`config.mk`:
```
export PLATFORM = sky130hd
export DESIGN_NAME = cntr_updn_mod
export DESIGN_NICKNAME = d
export VERILOG_FILES = /design/src/rtl/cntr_pkg.sv /design/src/rtl/cntr_tc_det.sv /design/src/rtl/cntr_updn_mod.sv
export SDC_FILE = /design/constraint.sdc
export NUM_CORES = 1
export LEC_CHECK = 0
export ABC_AREA = 1
export BUFFER_PORTS_ARGS = -buffer_cell sky130_fd_sc_hd__clkbuf_2
export CORE_UTILIZATION = 45
export DETAILED_ROUTE_END_ITERATION = 8
export GPL_TIMING_DRIVEN = 0
export PLACE_DENSITY = 0.7
export REMOVE_ABC_BUFFERS = 1
export SLEW_MARGIN = 20
export SYNTH_ARGS = -nofsm -noshare
export SYNTH_HDL_FRONTEND = slang
export SYNTH_HIERARCHICAL = 1
export SYNTH_SLANG_ARGS = --single-unit
```
`constraint.sdc`:
```
create_clock -name CLK -period 1.6 [get_ports CLK]
set_input_delay 0.32 -clock CLK [delete_from_list [all_inputs] [get_ports CLK]]
set_output_delay 0.32 -clock CLK [all_outputs]
set_load 0.05 [all_outputs]
```
`src/rtl/cntr_pkg.sv`:
```
// Shared constants and helpers for the up/down counter slice.
package cntr_pkg;

  localparam logic DIR_UP = 1'b1;
  localparam logic DIR_DN = 1'b0;

  // Terminal value for a direction: MODULUS-1 counting up, 0 counting down.
  function automatic logic [32:0] term_val(input logic dir, input logic [32:0] modulus);
    logic [32:0] tv;
    if (dir == DIR_UP) begin
      tv = modulus - 33'd1;
    end else begin
      tv = 33'd0;
    end
    return tv;
  endfunction

endpackage

```
`src/rtl/cntr_tc_det.sv`:
```
// Combinational terminal-value compare, shared by the cascade output and next-state logic.
module cntr_tc_det
  import cntr_pkg::*;
#(
  parameter int unsigned WIDTH   = 8,
  parameter logic [32:0] MODULUS = 33'd1 << WIDTH
) (
  input  logic [WIDTH-1:0] q,
  input  logic             up,
  output logic             at_term
);

  localparam logic [WIDTH-1:0] MAX_Q = WIDTH'(MODULUS - 33'd1);

  logic [WIDTH-1:0] term_s;

  // Select the terminal value for the current direction.
  always_comb begin
    term_s = '0;
    if (up == DIR_UP) begin
      term_s = MAX_Q;
    end else begin
      term_s = WIDTH'(term_val(DIR_DN, MODULUS));
    end
  end

  assign at_term = (q == term_s);

endmodule

```
`src/rtl/cntr_updn_mod.sv`:
```
// Modulo-N up/down counter with load, clear, preset, ripple cascade and optional one-shot stop.
module cntr_updn_mod
  import cntr_pkg::*;
#(
  parameter int unsigned WIDTH    = 8,
  parameter logic [32:0] MODULUS  = 33'd1 << WIDTH,
  parameter bit          ONE_SHOT = 1'b0
) (
  input  logic             CLK,
  input  logic             RST,
  input  logic [WIDTH-1:0] D,
  input  logic             LD,
  input  logic             EN,
  input  logic             CAI,
  input  logic             UP,
  input  logic             CS,
  input  logic             SD,
  output logic [WIDTH-1:0] Q,
  output logic             CAO,
  output logic             TC,
  output logic             DONE
);

  localparam logic [WIDTH-1:0] MAX_Q = WIDTH'(MODULUS - 33'd1);

  logic [WIDTH-1:0] q_r;
  logic             tc_r;
  logic             done_r;
  logic [WIDTH-1:0] q_nxt_s;
  logic             tc_nxt_s;
  logic             done_nxt_s;
  logic             at_term_s;
  logic             cnt_ok_s;
  logic             step_s;

  cntr_tc_det #(
    .WIDTH   (WIDTH),
    .MODULUS (MODULUS)
  ) u_tc_det (
    .q       (q_r),
    .up      (UP),
    .at_term (at_term_s)
  );

  assign cnt_ok_s = CAI & EN & ~done_r;
  assign step_s   = cnt_ok_s & ~CS & ~SD & ~LD;

  // Next state with priority CS > SD > LD > step > hold; RST is applied in the register.
  always_comb begin
    q_nxt_s    = q_r;
    tc_nxt_s   = 1'b0;
    done_nxt_s = done_r;
    if (CS) begin
      q_nxt_s    = '0;
      done_nxt_s = 1'b0;
    end else if (SD) begin
      q_nxt_s    = MAX_Q;
      done_nxt_s = 1'b0;
    end else if (LD) begin
      // Zero-extend before comparing so no width ever sees an overflow.
      if ({{(33 - WIDTH){1'b0}}, D} >= MODULUS) begin
        q_nxt_s = MAX_Q;
      end else begin
        q_nxt_s = D;
      end
      done_nxt_s = 1'b0;
    end else if (step_s) begin
      tc_nxt_s = at_term_s;
      if (at_term_s) begin
        if (ONE_SHOT) begin
          done_nxt_s = 1'b1;
        end else if (UP == DIR_UP) begin
          q_nxt_s = '0;
        end else begin
          q_nxt_s = MAX_Q;
        end
      end else if (UP == DIR_UP) begin
        q_nxt_s = q_r + WIDTH'(1'b1);
      end else begin
        q_nxt_s = q_r - WIDTH'(1'b1);
      end
    end else begin
      q_nxt_s = q_r;
    end
  end

  // State registers with synchronous reset.
  always_ff @(posedge CLK) begin
    if (RST) begin
      q_r    <= '0;
      tc_r   <= 1'b0;
      done_r <= 1'b0;
    end else begin
      q_r    <= q_nxt_s;
      tc_r   <= tc_nxt_s;
      done_r <= done_nxt_s;
    end
  end

  // Carry/borrow out stays combinational so ripple cascades settle in one cycle.
  assign CAO  = cnt_ok_s & at_term_s;
  assign Q    = q_r;
  assign TC   = tc_r;
  assign DONE = done_r;

endmodule

```
# Word level (Yosys, flattened, before mapping)
# Index checks and enable logic that the tools add are counted.
[word_totals] mem_count=0 word_cells=24 reg_bits=9 latch_bits=0 input_bits=16 out_inout_bits=11 romBits=0 ram_bits=0
[classes] add_sub_neg=2 eq_ne=1 bitwise=9 magnitude_cmp=0 reduce_logical=3 n_shift=0 div_mod_pow=0 mul=0 n_mux=7
[ops] op="8-bit two-way mux" n=7
[ops] op="8-bit by 1-bit adder with 8-bit output, second input constant" n=1
[ops] op="8-bit equality test" n=1
[ops] op="8-bit by 1-bit subtractor with 8-bit output, second input constant" n=1
[ops] op="1-bit AND" n=5
[ops] op="5-bit OR reduction" n=1
[ops] op="1-bit NOT" n=4
[ops] op="3-bit nonzero test" n=1
[ops] op="2-bit OR reduction" n=1

# Depth between registers and ports, before layout
[depth] ltp_word=7 ltp_mapped=11 mapped_depth_nobuf=11

# Modules after synthesis
# Netlist, hierarchy kept.
[by_module_without_submodules] module="cntr_updn_mod" cells_per_inst=124 instances=1 area_per_inst_um2=814.5 seq_area_each_um2=180.2
[by_module_without_submodules] module="cntr_tc_det" cells_per_inst=15 instances=1 area_per_inst_um2=65.1 seq_area_each_um2=0.0

# Least setup slack after synthesis
# No wires, ideal clock.
[synth_timing] kind="register to output" from="register q_r[1] (netlist: Q[1])" to="output CAO" path_buffers=0 path_slack_ps=-562 required_time_ps=1280 stages_incl_launch_ff=6 arrival_ps=1842 path_cell_list="dfxtp_1 > nand3_1 > nand3b_1 > nand2_1 > inv_2 > nor2_1"
[synth_via] elab_chain_cells=2
[synth_lines] element="start, declared" line_no="cntr_updn_mod.sv:26" text="logic [WIDTH-1:0] q_r;"
[synth_lines] element="start signal, assigned" line_no="cntr_updn_mod.sv:94" text="q_r <= q_nxt_s;"
[synth_lines] element="8-bit equality test" line_no="cntr_tc_det.sv:27" text="assign at_term = (q == term_s);"
[synth_lines] element="via at_term_s" line_no="cntr_updn_mod.sv:32" text="logic at_term_s;"
[synth_lines] element="1-bit AND" line_no="cntr_updn_mod.sv:101" text="assign CAO = cnt_ok_s & at_term_s;"
[synth_lines] element="end, declared" line_no="cntr_updn_mod.sv:19" text="output logic CAO,"
# The timed path passes the listed nets, and every way through them passes these cells.

# Worst setup path after layout
[layout_timing] from="register q_r[2] (netlist: Q[2])" to="output CAO"
# The elaborated chain is that of the path after synthesis.

==> results.rst <==
.. list-table::
   :header-rows: 1

   * - Metric
     - Value
   * - Outcome
     - finished with violations
   * - Violations in the final reports
     - setup timing
   * - Element type at the critical path start
     - register
   * - Max-cap check violation count
     - 0
   * - Placeable Area
     - between 1500 and 2000 sq um
   * - Clock-pin slew on the worst setup and hold paths
     - roughly 0.06 ns
   * - Crit path setup slack, layout
     - -0.1213 ns
   * - Footprint of the multi-input gates
     - approximately 700 sq um
   * - Cell count after synthesis
     - around 140
   * - EDFF count, synth
     - 0
   * - Die span in y
     - 46.21 um
   * - Top Ports
     - 27
   * - Final critical delay including setup and external delays
     - 1.721 ns
   * - Count of antenna-violating nets left after detailed routing
     - 0
   * - Global placement routability congestion
     - slightly above 0.8
   * - Top flip-flop cell by instance count after synthesis
     - sky130_fd_sc_hd__dfxtp_1
   * - Final Power
     - 815.4 uW
   * - Worst Hold Margin
     - 0.3220 ns
   * - Number of nets in the layout
     - roughly 200
   * - Cell Pwr Density
     - 668.4 nW/um^2
   * - Relative max-transition margin
     - 64.14%
   * - Worst clock skew on the final layout
     - 0.004243 ns
   * - Via count of the first global-routing pass
     - 870
   * - Hold WC Path Type
     - input port to register
   * - Lkg Pwr
     - 0.6408 nW
   * - Overflow after GRT
     - 0
   * - Final-report max-slew violation count
     - 0
   * - Combined flip-flop and latch cell area
     - 192.7 sq um
   * - TritonCTS sink count
     - 9
   * - Worst Setup Path Type
     - register to output pin
   * - Clock latency at the later pin of the worst-skew pair
     - 0.27 ns
   * - Number of fill cells
     - roughly 170
   * - Via density per instance
     - 5.290
   * - Period Utilization, post-route
     - 107.6%
   * - Wire length of the first global-routing pass
     - 3.608 mm
   * - Number of antenna repair diodes
     - 0
   * - Half-perimeter wire length after placement
     - approximately 1.7 mm
   * - Yosys cell types
     - 25
   * - Slew at the pin closest to its max-slew limit
     - 0.5359 ns
   * - Post-placement cell count
     - approximately 190
   * - Number of synthesized register bits
     - 9
   * - Total vias in the final route
     - 1058
   * - Worst path arrival time
     - 1.40 ns
   * - DRT Wirelength
     - 2.406 mm
   * - Required time at the endpoint of the critical path
     - 1.28 ns
   * - Number of clock buffers inserted by TritonCTS
     - 3
   * - Max FO, Critical Path
     - 5
   * - DR iter-0 viols
     - 45
   * - Hold-fix buffers at CTS
     - 0
   * - Final setup TNS
     - -0.1213 ns
   * - Area overhead of the layout relative to synthesis
     - 38.69%
   * - Root Buffer
     - sky130_fd_sc_hd__clkbuf_4
   * - Clock tree from TritonCTS
     - yes
   * - Final-report hold violation count
     - 0
   * - Maximum number of pins on one net before global-route repair
     - 11
   * - Yosys warnings
     - 6
   * - Final Setup Violations
     - 1
   * - Setup repair after global routing missed its margin
     - yes
   * - Floorplan die area
     - around 2100 sq um
   * - Post-Synthesis Mean Instance Area
     - 6.328 sq um
   * - Share of post-route cells with drive strength above 1
     - 40.57%
   * - Number of optimization iterations in the first detailed-route pass
     - 4
   * - H-tree depth
     - 1
   * - Chip Width
     - 46.21 um
   * - Rows
     - 15
   * - Clock Tree Buf Depth
     - 2
   * - GRT Overall Usage
     - approximately 24%
   * - Critical path capture point type
     - output pin
   * - Utilization after layout
     - 68.42%
   * - Count of buffers from port buffering
     - 25
   * - Async set or reset register ratio after synthesis
     - 0%
   * - Count of non-filler cells in the finished layout
     - 200
   * - Initial core utilization
     - 49.33%
   * - Post-DR wirelength/cell
     - 12.03 um
   * - Max Freq
     - 581.0 MHz
   * - Worst voltage drop across the vdd grid
     - 0.4012 mV
   * - Post-route DRC violation count
     - 0
   * - Sequential element share of the synthesized area
     - 20.48%
   * - Antenna violations before repair
     - 0
   * - Netlist area before placement
     - 879.6 sq um
## kinds of logic (layout without fill, tap and decap cells)
| group | Yosys count | in the layout | synth area share [%] |
|---|---|---|---|
| AOI/OAI and AO/OA | 31 | 31 | 20.06 |
| xor gates and xnor gates | 1 | 1 | 0.9959 |
| adders and majority gates | 7 | 7 | 10.81 |
| buffers and inverters | 21 | 57 | 9.674 |
| DFF | 9 | 9 | 20.48 |
| other | 1 | 1 | 0.4263 |
| and+or+nand+nor | 69 | 69 | 37.55 |
## routing by layer
layer	GRT usage, %	routed length (um)	vias to the layer above
li1	-	-	531
met1	29.37	1095	490
met2	39.44	1165	32
met3	5.098	105	5
met4	11.76	39	0
met5	0	0	-
## state kept, by name (all words and copies together) (netlist names)
register  cells
Q             8
TC            1
## critical path, stage by stage (launching register included)
cell and delay, ns:
sky130_fd_sc_hd__dfxtp_2 0.35, sky130_fd_sc_hd__nor2_1 0.12, sky130_fd_sc_hd__nand2_1 0.08, sky130_fd_sc_hd__nor2_1 0.11
sky130_fd_sc_hd__nand2_1 0.07, sky130_fd_sc_hd__nand2_2 0.11, sky130_fd_sc_hd__inv_4 0.06, sky130_fd_sc_hd__nor2_4 0.09
sky130_fd_sc_hd__buf_8 0.15
## cell usage in the layout, fill, tap and decap left out, drive strengths merged
| cell | instances |
|---|---|
| or2 | 2 |
| clkbuf | 28 |
| o21ai | 15 |
| nand2 | 35 |
| buf | 9 |
| nand3 | 13 |
| fa | 1 |
| nand3b | 2 |
| conb | 1 |
| nor2 | 15 |
| inv | 19 |
| a21oi | 15 |
| ha | 6 |
| nor3 | 2 |
| clkinvlp | 1 |
| o221ai | 1 |
| xor2 | 1 |
| dfxtp | 9 |
## final timing paths
kind,depth (start not counted),slack (ns),from,end
worst max-delay path,8,-0.12,Q[2],CAO
worst min-delay path,3,0.32,D[2],Q[2]
worst max register to register,9,0.02,Q[0],Q[4]
worst min register to register,2,0.57,Q[2],Q[2]
## synthesized netlist by cell type, types with 2 or more instances
cell / count / area [sq um]
sky130_fd_sc_hd__nand2_1: 33 / 123.9
sky130_fd_sc_hd__a21oi_1: 14 / 70.07
sky130_fd_sc_hd__inv_1: 13 / 48.80
sky130_fd_sc_hd__nor2_1: 13 / 48.80
sky130_fd_sc_hd__nand3_1: 12 / 60.06
sky130_fd_sc_hd__dfxtp_1: 9 / 180.2
sky130_fd_sc_hd__o21ai_0: 8 / 40.04
sky130_fd_sc_hd__o21ai_1: 7 / 35.03
sky130_fd_sc_hd__ha_1: 6 / 75.07
sky130_fd_sc_hd__inv_2: 6 / 22.52
sky130_fd_sc_hd__nand2_2: 2 / 12.51
sky130_fd_sc_hd__nor2_4: 2 / 22.52
sky130_fd_sc_hd__nor3_1: 2 / 10.01
## per-stage QoR
stage	setup slack (ns)	cell area, sq um
global route	-0.1794	1220
floorplan	-0.5624	872.1
global placement	-0.2240	1028
CTS	-0.1182	1139
detailed placement	-0.2579	1028
finish	-0.1213	1220
## what timing repair did
action                                  in CTS  in global routing
pin swaps                                    5                  2
resized for setup                           19                 18
setup buffers                                4                  4
endpoints found under the setup margin       7                  9
## layout make-up
| class | count | area share (%) |
|---|---|---|
| multi-input combinational | 109 | 56.10 |
| timing repair buffer | 33 | 16.51 |
| sequential | 9 | 15.79 |
| inverter | 20 | 6.872 |
| tap | 25 | 2.564 |
| clock buffer | 4 | 2.154 |
## power by group
group          total, mW  internal [mW]  switching (mW)  leakage, nW
clock network      0.183         0.0964          0.0863       0.0150
logic              0.377          0.140           0.236        0.549
registers          0.256          0.238          0.0181       0.0768
total              0.815          0.475           0.341        0.641
(Power assumes the default switching activity.)
